--- src/rtl/watchdog_pkg.sv ---
// Shared types and defaults for the watchdog timeout controller.
package watchdog_pkg;

  typedef enum logic [1:0] {
    IDLE = 2'd0,
    RUN  = 2'd1,
    DONE = 2'd2
  } state_type;

  localparam int WDOG_CNT_W_DEFAULT    = 16;
  localparam int WDOG_PRESCALE_DEFAULT = 4;

endpackage

--- src/rtl/watchdog_if.sv ---
// Control/status bundle between the register block and watchdog_ctrl.
interface watchdog_if
  import watchdog_pkg::*;
#(
  parameter int CNT_W = WDOG_CNT_W_DEFAULT
);
  logic             start_i;
  logic             stop_i;
  logic             kick_i;
  logic [CNT_W-1:0] timeout_i;
  logic [CNT_W-1:0] window_i;
  state_type        state_o;
  logic [CNT_W-1:0] count_o;
  logic             bark_o;
  logic             expired_o;
  logic             early_kick_o;

  modport master (
    output start_i, stop_i, kick_i, timeout_i, window_i,
    input  state_o, count_o, bark_o, expired_o, early_kick_o
  );

  modport slave (
    input  start_i, stop_i, kick_i, timeout_i, window_i,
    output state_o, count_o, bark_o, expired_o, early_kick_o
  );
endinterface

--- src/rtl/wdog_prescaler.sv ---
// Divides clk by PRESCALE into single-cycle ticks while enabled; clear reloads
// the divider so the next tick lands a full PRESCALE cycles later.
module wdog_prescaler #(
  parameter int PRESCALE = 4
) (
  input  logic clk,
  input  logic rst,
  input  logic clear,
  input  logic enable,
  output logic tick
);

  localparam int PW = (PRESCALE > 1) ? $clog2(PRESCALE) : 1;
  localparam logic [PW-1:0] LOAD = PW'(PRESCALE - 1);

  logic [PW-1:0] cnt_q, cnt_d;

  always_comb begin
    cnt_d = cnt_q;
    tick  = enable && (cnt_q == '0);
    if (clear) begin
      cnt_d = LOAD;
    end else if (enable) begin
      cnt_d = tick ? LOAD : cnt_q - PW'(1);
    end
  end

  always_ff @(posedge clk) begin
    if (rst) begin
      cnt_q <= LOAD;
    end else begin
      cnt_q <= cnt_d;
    end
  end

endmodule

--- src/rtl/watchdog_ctrl.sv ---
// Watchdog timeout controller: reloadable down-counter on prescaled ticks with
// kick/expiry handling. Optional early-kick window enabled by WDOG_WINDOW_EN.
module watchdog_ctrl
  import watchdog_pkg::*;
#(
  parameter int CNT_W    = WDOG_CNT_W_DEFAULT,
  parameter int PRESCALE = WDOG_PRESCALE_DEFAULT
) (
  input logic       clk,
  input logic       rst,
  watchdog_if.slave bus
);

  state_type        state_q, state_d;
  logic [CNT_W-1:0] count_q, count_d;
  logic [CNT_W-1:0] reload_q, reload_d;
  logic             bark_q, bark_d;
  logic             expired_q, expired_d;
  logic             presc_clear;
  logic             tick;

`ifdef WDOG_WINDOW_EN
  logic [CNT_W-1:0] window_q, window_d;
  logic             early_q, early_d;
`else
  logic             unused_window;
  assign unused_window = ^bus.window_i;
`endif

  wdog_prescaler #(
    .PRESCALE(PRESCALE)
  ) u_prescaler (
    .clk   (clk),
    .rst   (rst),
    .clear (presc_clear),
    .enable(state_q == RUN),
    .tick  (tick)
  );

  always_comb begin
    state_d     = state_q;
    count_d     = count_q;
    reload_d    = reload_q;
    bark_d      = 1'b0;
    expired_d   = expired_q;
    presc_clear = 1'b0;
`ifdef WDOG_WINDOW_EN
    window_d    = window_q;
    early_d     = 1'b0;
`endif

    if (bus.stop_i) begin
      state_d     = IDLE;
      count_d     = '0;
      expired_d   = 1'b0;
      presc_clear = 1'b1;
    end else if (bus.start_i && (bus.timeout_i != '0)) begin
      // Re-arming from DONE deliberately leaves expired set until stop.
      state_d     = RUN;
      reload_d    = bus.timeout_i;
      count_d     = bus.timeout_i;
      presc_clear = 1'b1;
`ifdef WDOG_WINDOW_EN
      window_d    = bus.window_i;
`endif
    end else if (state_q == RUN) begin
      if (bus.kick_i) begin
`ifdef WDOG_WINDOW_EN
        if ((window_q < reload_q) && (count_q > window_q)) begin
          state_d   = DONE;
          bark_d    = 1'b1;
          early_d   = 1'b1;
          expired_d = 1'b1;
        end else begin
          count_d     = reload_q;
          presc_clear = 1'b1;
        end
`else
        count_d     = reload_q;
        presc_clear = 1'b1;
`endif
      end else if (tick) begin
        if (count_q <= CNT_W'(1)) begin
          state_d   = DONE;
          count_d   = '0;
          bark_d    = 1'b1;
          expired_d = 1'b1;
        end else begin
          count_d = count_q - CNT_W'(1);
        end
      end
    end
  end

  always_ff @(posedge clk) begin
    if (rst) begin
      state_q   <= IDLE;
      count_q   <= '0;
      reload_q  <= '0;
      bark_q    <= 1'b0;
      expired_q <= 1'b0;
`ifdef WDOG_WINDOW_EN
      window_q  <= '0;
      early_q   <= 1'b0;
`endif
    end else begin
      state_q   <= state_d;
      count_q   <= count_d;
      reload_q  <= reload_d;
      bark_q    <= bark_d;
      expired_q <= expired_d;
`ifdef WDOG_WINDOW_EN
      window_q  <= window_d;
      early_q   <= early_d;
`endif
    end
  end

  assign bus.state_o   = state_q;
  assign bus.count_o   = count_q;
  assign bus.bark_o    = bark_q;
  assign bus.expired_o = expired_q;
`ifdef WDOG_WINDOW_EN
  assign bus.early_kick_o = early_q;
`else
  assign bus.early_kick_o = 1'b0;
`endif

endmodule

--- src/flat_wrapper.sv ---
// flat-port wrapper written by rule: the top's interface ports become plain ports
module watchdog_ctrl_flat import watchdog_pkg::*;
#(
  parameter int CNT_W    = WDOG_CNT_W_DEFAULT,
  parameter int PRESCALE = WDOG_PRESCALE_DEFAULT
)
  (clk, rst, bus_start_i, bus_stop_i, bus_kick_i, bus_timeout_i, bus_window_i, bus_state_o, bus_count_o, bus_bark_o, bus_expired_o, bus_early_kick_o);
  watchdog_if #(.CNT_W(CNT_W)) bus_i ();
  input logic clk;
  input logic rst;
  input wire logic [$bits(bus_i.start_i)-1:0] bus_start_i;
  input wire logic [$bits(bus_i.stop_i)-1:0] bus_stop_i;
  input wire logic [$bits(bus_i.kick_i)-1:0] bus_kick_i;
  input wire logic [$bits(bus_i.timeout_i)-1:0] bus_timeout_i;
  input wire logic [$bits(bus_i.window_i)-1:0] bus_window_i;
  output wire logic [$bits(bus_i.state_o)-1:0] bus_state_o;
  output wire logic [$bits(bus_i.count_o)-1:0] bus_count_o;
  output wire logic [$bits(bus_i.bark_o)-1:0] bus_bark_o;
  output wire logic [$bits(bus_i.expired_o)-1:0] bus_expired_o;
  output wire logic [$bits(bus_i.early_kick_o)-1:0] bus_early_kick_o;
  assign bus_i.start_i = bus_start_i;
  assign bus_i.stop_i = bus_stop_i;
  assign bus_i.kick_i = bus_kick_i;
  assign bus_i.timeout_i = bus_timeout_i;
  assign bus_i.window_i = bus_window_i;
  assign bus_state_o = bus_i.state_o;
  assign bus_count_o = bus_i.count_o;
  assign bus_bark_o = bus_i.bark_o;
  assign bus_expired_o = bus_i.expired_o;
  assign bus_early_kick_o = bus_i.early_kick_o;
  watchdog_ctrl #(.CNT_W(CNT_W), .PRESCALE(PRESCALE)) u_core (.clk(clk), .rst(rst), .bus(bus_i));
endmodule
--- config.mk ---
export PLATFORM = sky130hd
export DESIGN_NAME = watchdog_ctrl_flat
export DESIGN_NICKNAME = d
export VERILOG_FILES = /design/src/rtl/watchdog_pkg.sv /design/src/rtl/watchdog_if.sv /design/src/rtl/wdog_prescaler.sv /design/src/rtl/watchdog_ctrl.sv /design/src/flat_wrapper.sv
export SDC_FILE = /design/constraint.sdc
export NUM_CORES = 1
export LEC_CHECK = 0
export ABC_AREA = 1
export CAP_MARGIN = 20
export CORE_MARGIN = 5
export CORE_UTILIZATION = 50
export CTS_CLUSTER_SIZE = 16
export DETAILED_ROUTE_END_ITERATION = 7
export PLACE_DENSITY = 0.89
export SETUP_SLACK_MARGIN = 0.5
export SYNTH_ARGS = -nofsm -noshare
export SYNTH_HDL_FRONTEND = slang
export SYNTH_SLANG_ARGS = --single-unit
--- constraint.sdc ---
create_clock -name clk -period 2.2 [get_ports clk]
set_input_delay 0.33 -clock clk [delete_from_list [all_inputs] [get_ports clk]]
set_output_delay 0.33 -clock clk [all_outputs]
set_load 0.05 [all_outputs]
==> results.md <==
* Vias per cell at 5.26
* Worst hold endpoint: u_core.reload_q[3]
* Critical path's largest stage delay at 0.57 ns
* Syn Nets at 367
* Die Span X at 77.2 um
* Max-cap viol count at 0
* Reg2reg end: u_core.bus.count_o[0]
* RSZ-0062 raised after global routing: true
* Post-route DRC at 0
* Fin crit period at 1.67 ns
* Synth Register Bits at 38
* Crit-path cells: dlygate4sd2_1
* Worst Hold Launch: bus_timeout_i[3]
* Largest family of logic cells by synthesized area: simple AND/OR/NAND/NOR gates
* CTS buffer count at 5
* Power Total at 1660 uW
* VDD IR max at 362 uV
* Largest net degree at the start of global routing at 22
* CTS tree: yes
* CTS max path bufs at 2
* Post-synthesis mux area share at 0%
* Nets at 413
* CP delay by family, top: buffers and inverters
* Die Span Y at 77.2 um
* Final HPWL DP at 4200 um
* Vias in the first global route at 2059
* Max Slew Vio Count at 0
* CTS clk-pin slew, worst paths at 0.08 ns
* Worst-skew pair later-pin latency at 0.30 ns
* Yosys warnings at 0
* Ant. Diodes at 0
* Simple-gate portion of the synthesized area at 31.2%
* Skew final at 0.0122 ns
* Critical path launch point type: flop
* Endpoints failing hold at 0
* Worst path bufs/invs at 1
* Setup crit end kind: output port
* Worst hold slack at 0.359 ns
* Synth Cell Area at 2260 um2
* Starting DRT DRC Count at 188
* Finish-stage setup viols at 0
* Worst-path fanout max at 5
* I/O pin total at 58
* Share of cells above drive strength 1 at 16.3%
* PD cells at 582 nW/um2
* Worst Reg2Reg Path Length in Cells at 8
* RR Startpoint: u_core.bus.count_o[0]
* Outcome: completed
* First-pass GRT wire length at 9530 um
* Most frequent cells in the layout: 73 x nand2_1, 45 x nor2_1, 36 x dfxtp_1
* CP arrival at 1.34 ns
* Synth Area in XOR/XNOR at 4.27%
* Reg power frac at 45.0%
* Pint at 1120 uW
* Synth Area in Compound Gates at 18.6%
* Die Footprint at 5960 um2
* CP required at 1.87 ns
* Critical path type: flop to output port
* Pre-antenna DRT Iters at 4
* Adder-cell area share of the yosys netlist at 1.66%
* Leading area contributor after synthesis: dfxtp_1
* Area share of the largest cell type after synthesis at 33.7%
* Root buf cell: clkbuf_8
* WHS Path Cells at 3
* Commonest non-fill, non-tap cell in the layout: nand2_1
* Sw Ratio at 32.1%
* GRT Overall Usage at 19.0%
* LEAKAGE at 0.00135 uW
* Post-route ant nets at 0
* Mean Syn Cell Area at 6.90 um2
* Fin crit share at 76.0%
* WL per Instance at 13.5 um
* Fmax at 598 MHz
* CTS Sinks at 38
* Port Buffers at 40
* Synth area leaders: dfxtp_1 34%, nand2_1 12%, nor2_1 8.2%
* FF-to-FF setup slack at 0.62 ns
* Net switching power at 533 uW
* Critical-path top delay cell: dlygate4sd2_1
* Hold crit path type: primary input to flop
* FP Rows at 24
* Clk network pwr share at 29.8%
* Grt total ovfl at 0
* Synthesis-to-finish area growth at 26.2%
* Number of flops mapped to enable cells by yosys at 0
* Netlist cell types at 30
* Via count at 2240
* Synthesized instance count at 327
* Initial antenna violation count at 0
* Drt total wl at 5740 um
* Setup TNS Final at 0 ns
* Post-synth ARST share at 0%
* Final estimated routing congestion in global placement at 0.845
* Combinational power share at 25.1%
* Core box area at 4350 um2
* Register area share after synthesis at 33.7%
* Critical path launch point: u_core.bus.count_o[14]
* H-tree lvl count at 2
* Initial Utilization at 51.8%
* Synth Flop Type: dfxtp_1
-- final cells by class --
cell class	count	area, um2
Fill cell	347	1510
Multi-Input combinational cell	245	1310
Sequential cell	38	763
Timing Repair Buffer	53	498
Inverter	29	116
Clock buffer	7	86.3
Tap cell	52	65.1
Timing Repair inverter	1	7.51
Clock inverter	1	5.00
-- routing by layer --
| layer | GRT usage, % | vias to the layer above | share of wire (%) |
|---|---|---|---|
| li1 | - | 1142 | - |
| met1 | 25.9 | 1012 | 44 |
| met2 | 30.1 | 82 | 48 |
| met3 | 3.75 | 4 | 7.3 |
| met4 | 5.50 | 0 | 0.68 |
| met5 | 0 | - | 0 |
-- flip-flops by register name, summed over array words and instances, names as in the netlist --
| name | count |
|---|---|
| u_core.bus.expired_o | 1 |
| u_core.bus.state_o | 2 |
| u_core.reload_q | 16 |
| u_core.u_prescaler.cnt_q | 2 |
| u_core.bus.count_o | 16 |
| u_core.bus.bark_o | 1 |
-- worst reg2reg max path, stage by stage (launching register included) --
cell	delay, ns
dfxtp_2	0.35
inv_1	0.11
ha_2	0.22
o21ai_1	0.08
nor2_2	0.17
a21oi_2	0.08
buf_4	0.19
a21oi_1	0.20
nor2_1	0.08
-- cells by family after synthesis --
| family | Yosys count |
|---|---|
| AO/OA/AOI/OAI | 64 |
| XOR/XNOR | 11 |
| adder cells (fa/ha/maj) | 3 |
| buffers and inverters | 44 |
| flip-flops | 38 |
| other | 1 |
| AND/OR/NAND/NOR | 166 |
-- Yosys cell counts, types with 2 or more instances --
cell type  count
ha_1           3
or2_2          8
buf_2          3
nor2_2         5
a21boi_0       2
buf_4          3
a21oi_1       30
nor3_1         2
xor2_1         7
clkbuf_1       2
nor2_1        49
o211ai_1       9
dfxtp_1       38
o21ai_1        2
xnor2_1        4
nand2_1       74
nand2_2        3
inv_1         28
nand3_1       23
buf_6          7
o21ai_0       10
o211ai_2       7
-- power by group through the flow --
stage,logic [uW],clock network [uW],registers [uW]
after floorplan,239,0,807
after global placement,393,0,760
after detailed placement,402,0,762
after CTS,398,507,745
after global routing,454,535,751
final,416,495,746
-- per-stage QoR --
stage | area [um2] | util [%] | setup slack (ns) | instances
finish | 2850 | 65.4 | 0.529 | 426
global route | 2850 | 65.4 | 0.482 | 426
CTS | 2750 | 63.2 | 0.501 | 422
detailed placement | 2660 | 61.1 | 0.114 | 412
global placement | 2660 | 61.1 | 0.123 | 412
floorplan | 2260 | - | 0.524 | 327
-- what timing repair did --
action	CTS	global route
pin swaps	3	5
endpoints found under the setup margin	34	34
setup buffers	2	2
gates cloned	0	2
hold buffers	0	0
resized for setup	24	23
-- worst max-delay path by stage --
stage	to	slack, ns	depth (start not counted)
floorplan	u_core.bus.count_o[3]	0.52	8
global placement	u_core.u_prescaler.cnt_q[1]	0.12	10
detailed placement	u_core.u_prescaler.cnt_q[1]	0.11	10
CTS	u_core.bus.count_o[4]	0.50	10
global route	bus_count_o[14]	0.48	1
finish	bus_count_o[14]	0.53	1
Note: power is estimated with default switching activity, not from simulation.
==> variant 1 (same settings) <==
Change the package constant `WDOG_PRESCALE_DEFAULT` from 4 to 2.
--- a/src/rtl/watchdog_pkg.sv
+++ b/src/rtl/watchdog_pkg.sv
@@ -9,5 +9,5 @@
 
   localparam int WDOG_CNT_W_DEFAULT    = 16;
-  localparam int WDOG_PRESCALE_DEFAULT = 4;
+  localparam int WDOG_PRESCALE_DEFAULT = 2;
 
 endpackage
Check against the original RTL: not equivalent (Yosys sat finds a counterexample within 4 cycles, from zero or initial values and one cycle with rst high).
==> variant 1 against the unedited design <==
Setup slack worse by 0.0041 ns. Area after synthesis is 7.0% higher. Power is 3.4% higher. Hold slack worse by 0.0035 ns. Sequential cell count is 1 lower. Design area is 5.9% higher. Critical endpoint is now u_core.bus.count_o[0]. Via count is 12% higher. Count of clock-buffer cells in the layout is 1 higher. Core utilization is 1.1 points lower. Sequential power is 2.8% lower. Wire length is 11% higher. Fmax is 0.25% lower.
==> variant 1: results (changes against the unedited design) <==
Post-Syn Nets -> 406 (was 367)
Top fanout value on the critical path -> 10 (was 5)
Global-route wire length before repair -> 10,300 um (was 9530 um)
LEAKAGE -> 0.00153 uW (was 0.00135 uW)
Final HPWL DP -> 4580 um (was 4200 um)
Layout Skew -> 0.00948 ns (was 0.0122 ns)
Post-placement cell area -> 2870 um2 (was 2660 um2)
Largest net degree at the start of global routing -> 19 (was 22)
Fill cells -> 384 (was 347)
Crit-path max cell delay -> 0.51 ns (was 0.57 ns)
Outcome -> finished clean (unchanged)
Slowest cell on the critical path -> clkdlybuf4s50_1 (was dlygate4sd2_1)
H-tree levels -> 2 (unchanged)
DP Worst Slack -> 0.168 ns (was 0.114 ns)
Finished Layout Cells -> 467 (was 426)
Routed via count -> 2,519 (was 2,240)
Top cells by instance count after synthesis -> nand2_1 (124), nor2_1 (40), dfxtp_1 (37) (was nand2_1 (74), nor2_1 (49), dfxtp_1 (38))
Syn avg cell area -> 6.58 um2 (was 6.90 um2)
Per-cell routed wire length -> 13.6 um (was 13.5 um)
DR pass1 iterations -> 5 (was 4)
Top cells by area, synth -> dfxtp_1 (31%), nand2_1 (19%), a21oi_2 (7.3%) (was dfxtp_1 (34%), nand2_1 (12%), nor2_1 (8.2%))
Share of cells above drive strength 1 -> 0.191 (was 0.163)
Gp weighted congestion -> 0.857 (was 0.845)
Dpl cells -> 457 (was 412)
VDD IR max -> 0.333 mV (was 0.362 mV)
-- variant 1: final timing paths --
path / startpoint / end / slack, ns / cells past startpoint
setup reg to reg: u_core.bus.count_o[0] / u_core.bus.count_o[9] / 0.57 / 11
hold / removal: bus_timeout_i[10] / u_core.reload_q[10] / 0.36 / 3
hold reg to reg: u_core.bus.expired_o / u_core.bus.expired_o / 0.45 / 2
setup / recovery: bus_timeout_i[0] / u_core.bus.count_o[0] / 0.52 / 10
-- variant 1: what timing repair did --
| item | in CTS | in global routing |
|---|---|---|
| gates resized for setup | 25 | 21 |
| buffers inserted | 1 | 0 |
| setup endpoints to repair | 28 | 32 |
| gates cloned | 0 | 1 |
| pin swaps | 1 | 11 |
-- variant 1: routing by layer --
layer / vias up / GRT usage / share of wire
li1: 1233 / - / -
met1: 1172 / 0.257 / 0.44
met2: 97 / 0.332 / 0.48
met3: 17 / 0.0384 / 0.056
met4: 0 / 0.0945 / 0.025
met5: - / 0 / 0
-- variant 1: layout make-up --
class / instances / area (um2) / share of cell area
Multi-Input combinational cell: 278 / 1490 / 0.494
Sequential cell: 37 / 743 / 0.246
Timing Repair Buffer: 49 / 475 / 0.158
Inverter: 41 / 160 / 0.0531
Clock buffer: 8 / 80.1 / 0.0266
Tap cell: 54 / 67.6 / 0.0224
-- variant 1: power breakdown --
part           leakage (uW)  switching, uW  internal, uW  total [uW]
registers          0.000303           27.6           698         725
logic               0.00119            338           182         520
clock network     0.0000395            243           225         468
total               0.00153            609          1100        1710
-- variant 1: cell families after synthesis --
group           synth area share
other cells              0.00155
flops                      0.307
buf+inv                    0.102
fa+ha+maj                 0.0104
simple gates               0.401
xor+xnor                  0.0218
compound gates             0.156
-- variant 1: worst max-delay path: cells and delay by family --
family	cells	cell delay, ns
compound gates	1	0.06
buf+inv	2	0.70
simple gates	7	0.73
==> variant 2 (same flow settings) <==
Made on the original files. Make the reset (`rst`) asynchronous in 2 clocked blocks.
--- a/src/rtl/wdog_prescaler.sv
+++ b/src/rtl/wdog_prescaler.sv
@@ -26,5 +26,5 @@
   end
 
-  always_ff @(posedge clk) begin
+  always_ff @(posedge clk or posedge rst) begin
     if (rst) begin
       cnt_q <= LOAD;
--- a/src/rtl/watchdog_ctrl.sv
+++ b/src/rtl/watchdog_ctrl.sv
@@ -93,5 +93,5 @@
   end
 
-  always_ff @(posedge clk) begin
+  always_ff @(posedge clk or posedge rst) begin
     if (rst) begin
       state_q   <= IDLE;
Formal check against the unedited RTL: differs if rst is asserted again (counterexample within 4 cycles, from zero or initial values and one cycle with rst high); with rst held inactive, the same outputs for 10 cycles.
==> variant 2 against the unedited design <==
Sequential share of layout area is 1.8 points higher. Sequential cell count is the same. Design area is 17% higher. Wire length increased by 35%. Hold slack got worse by 0.048 ns. Fmax is 3.4% lower. Area after synthesis increased by 13%. Setup slack worse by 0.059 ns. Count of clock-buffer cells in the layout stayed put. Largest cell class unchanged.
Power is not compared: it rests on default switching activity, and its combinational part moved more than twofold at a synthesized area within 25%.
==> variant 2: results (changes against the unedited design) <==
Final HPWL DP -> 4570 um (was 4200 um)
Diode count -> 0 (unchanged)
Fill cells -> 381 (was 347)
Top cells by area, synth -> dfrtp_1 (35%), nand2_1 (21%), nor2_1 (7.4%) (was dfxtp_1 (34%), nand2_1 (12%), nor2_1 (8.2%))
GR Layer Usage met1 -> 0.254 (was 0.259)
Layout Skew -> 0.00608 ns (was 0.0122 ns)
Clock root buffer -> clkbuf_8 (unchanged)
PortBufs -> 40 (unchanged)
Top FF cell, synth -> dfrtp_1 (was dfxtp_1)
Final nets -> 462 (was 413)
DR WL met3 -> 721 um (was 417 um)
Initial drt markers -> 333 (was 188)
Top fanout value on the critical path -> 6 (was 5)
Share of cells above drive strength 1 -> 0.206 (was 0.163)
Compound-Gate Fraction of Synth Area -> 0.0935 (was 0.186)
Mux cell area share after synthesis -> 0 (unchanged)
Switching part of the total -> 0.415
Xor and xnor area share after synthesis -> 0.0138 (was 0.0427)
Synth warn -> 0 (unchanged)
Largest net degree at the start of global routing -> 39 (was 22)
Worst skew pair latency -> 0.30 ns (about the same)
Post-CTS Setup Bufs -> 2 (unchanged)
Actual slew at the worst max-slew pin -> 0.511 ns
Reg clk slew, reported paths -> 0.08 ns (about the same)
CTS Buf Count -> 5 (unchanged)
CP arrival -> 1.92 ns (was 1.34 ns)
Async SR Flop Fraction -> 1.00 (was 0)
DRC viols -> 0 (unchanged)
Post-placement cell area -> 3010 um2 (was 2660 um2)
Met3 usage -> 0.0388 (was 0.0375)
Crit-path max cell delay -> 0.46 ns (was 0.57 ns)
H-tree levels -> 2 (unchanged)
Metal2 WL -> 3810 um (was 2770 um)
Min-Delay Path Class -> primary input to register (unchanged)
Per-cell routed wire length -> 15.7 um (was 13.5 um)
Highest routing layer actually used -> met4 (unchanged)
Unique cell type count in the Yosys netlist -> 34 (was 30)
Tot GR Track Use -> 0.214 (was 0.190)
Outcome -> finished clean (unchanged)
Global-route wire length before repair -> 10,900 um (was 9530 um)
Post-Syn Nets -> 402 (was 367)
Gp weighted congestion -> 0.856 (was 0.845)
Slowest cell on the critical path -> dfrtp_2 (was dlygate4sd2_1)
Routed via count -> 2,723 (was 2,240)
Vias in the first global route -> 2,452 (was 2,059)
Grt ovf -> 0 (unchanged)
Top cells by instance count after synthesis -> nand2_1 (145), nor2_1 (50), dfrtp_1 (36) (was nand2_1 (74), nor2_1 (49), dfxtp_1 (38))
DR pass1 iterations -> 5 (was 4)
Post-CTS sizing -> 27 (was 24)
Adder-Cell Fraction of Synth Area -> 0.0148 (was 0.0166)
VDD IR max -> 0.348 mV
CTS Buffer Depth -> 2 (unchanged)
Grt met2 use -> 0.376 (was 0.301)
Wl on met1 -> 2920 um (was 2510 um)
Final Util -> 0.667 (was 0.654)
Sequential share of the synthesized area -> 0.375 (was 0.337)
Initial antenna violation count -> 0 (unchanged)
DP Worst Slack -> 0.164 ns (was 0.114 ns)
LEAKAGE -> 0.00188 uW
==> variant 2: changes by cell type after synthesis, sizes merged, moves of 9 or more <==
cell    delta
nand2     +79
dfxtp     -38
dfrtp     +36
a21oi     -21
o211ai    -16
nand3     -15
nor2      +10
or2        -9
==> variant 2: stage by stage <==
step	std cells	total power, uW
finish	493	2270
global route	493	2360
CTS	479	2170
detailed placement	469	1680
global placement	469	1650
floorplan	362	1450
==> variant 2: power by group through the flow <==
| stage | Clock [uW] | Combinational (uW) | Sequential [uW] |
|---|---|---|---|
| 6_report | 510 | 884 | 875 |
| 5_1_grt | 531 | 944 | 884 |
| 4_1_cts | 510 | 791 | 865 |
| 3_5_place_dp | 0 | 801 | 880 |
| 3_3_place_gp | 0 | 773 | 876 |
| 2_1_floorplan | 0 | 452 | 1000 |
==> variant 2: layout make-up <==
type,instances,area share
clock buffers,7,0.0258
well taps,70,0.0262
repair buffers,59,0.172
multi-input cells,281,0.438
clock inverters,1,0.00150
repair inverters,1,0.00262
flip-flops and latches,38,0.286
inverters,36,0.0479
==> variant 2: final timing paths <==
kind,endpoint,startpoint,slack (ns),cells after the start
hold / removal,u_core.reload_q[1],bus_timeout_i[1],0.31,3
max in group asynchronous,u_core.bus.count_o[0],rst,1.37,3
hold reg to reg,u_core.reload_q[15],u_core.reload_q[15],0.49,2
setup / recovery,u_core.bus.count_o[12],u_core.bus.count_o[1],0.47,12
min in group asynchronous,u_core.reload_q[5],rst,0.45,3
setup reg to reg,u_core.bus.count_o[12],u_core.bus.count_o[1],0.47,12
==> variant 2: critical path: cells and delay by family, from the launching register on <==
family                     cells  cell delay (ns)
buffers and inverters          3             0.27
adders and majority gates      1             0.15
AOI/OAI and AO/OA              2             0.10
DFF                            1             0.46
and+or+nand+nor                6             0.62
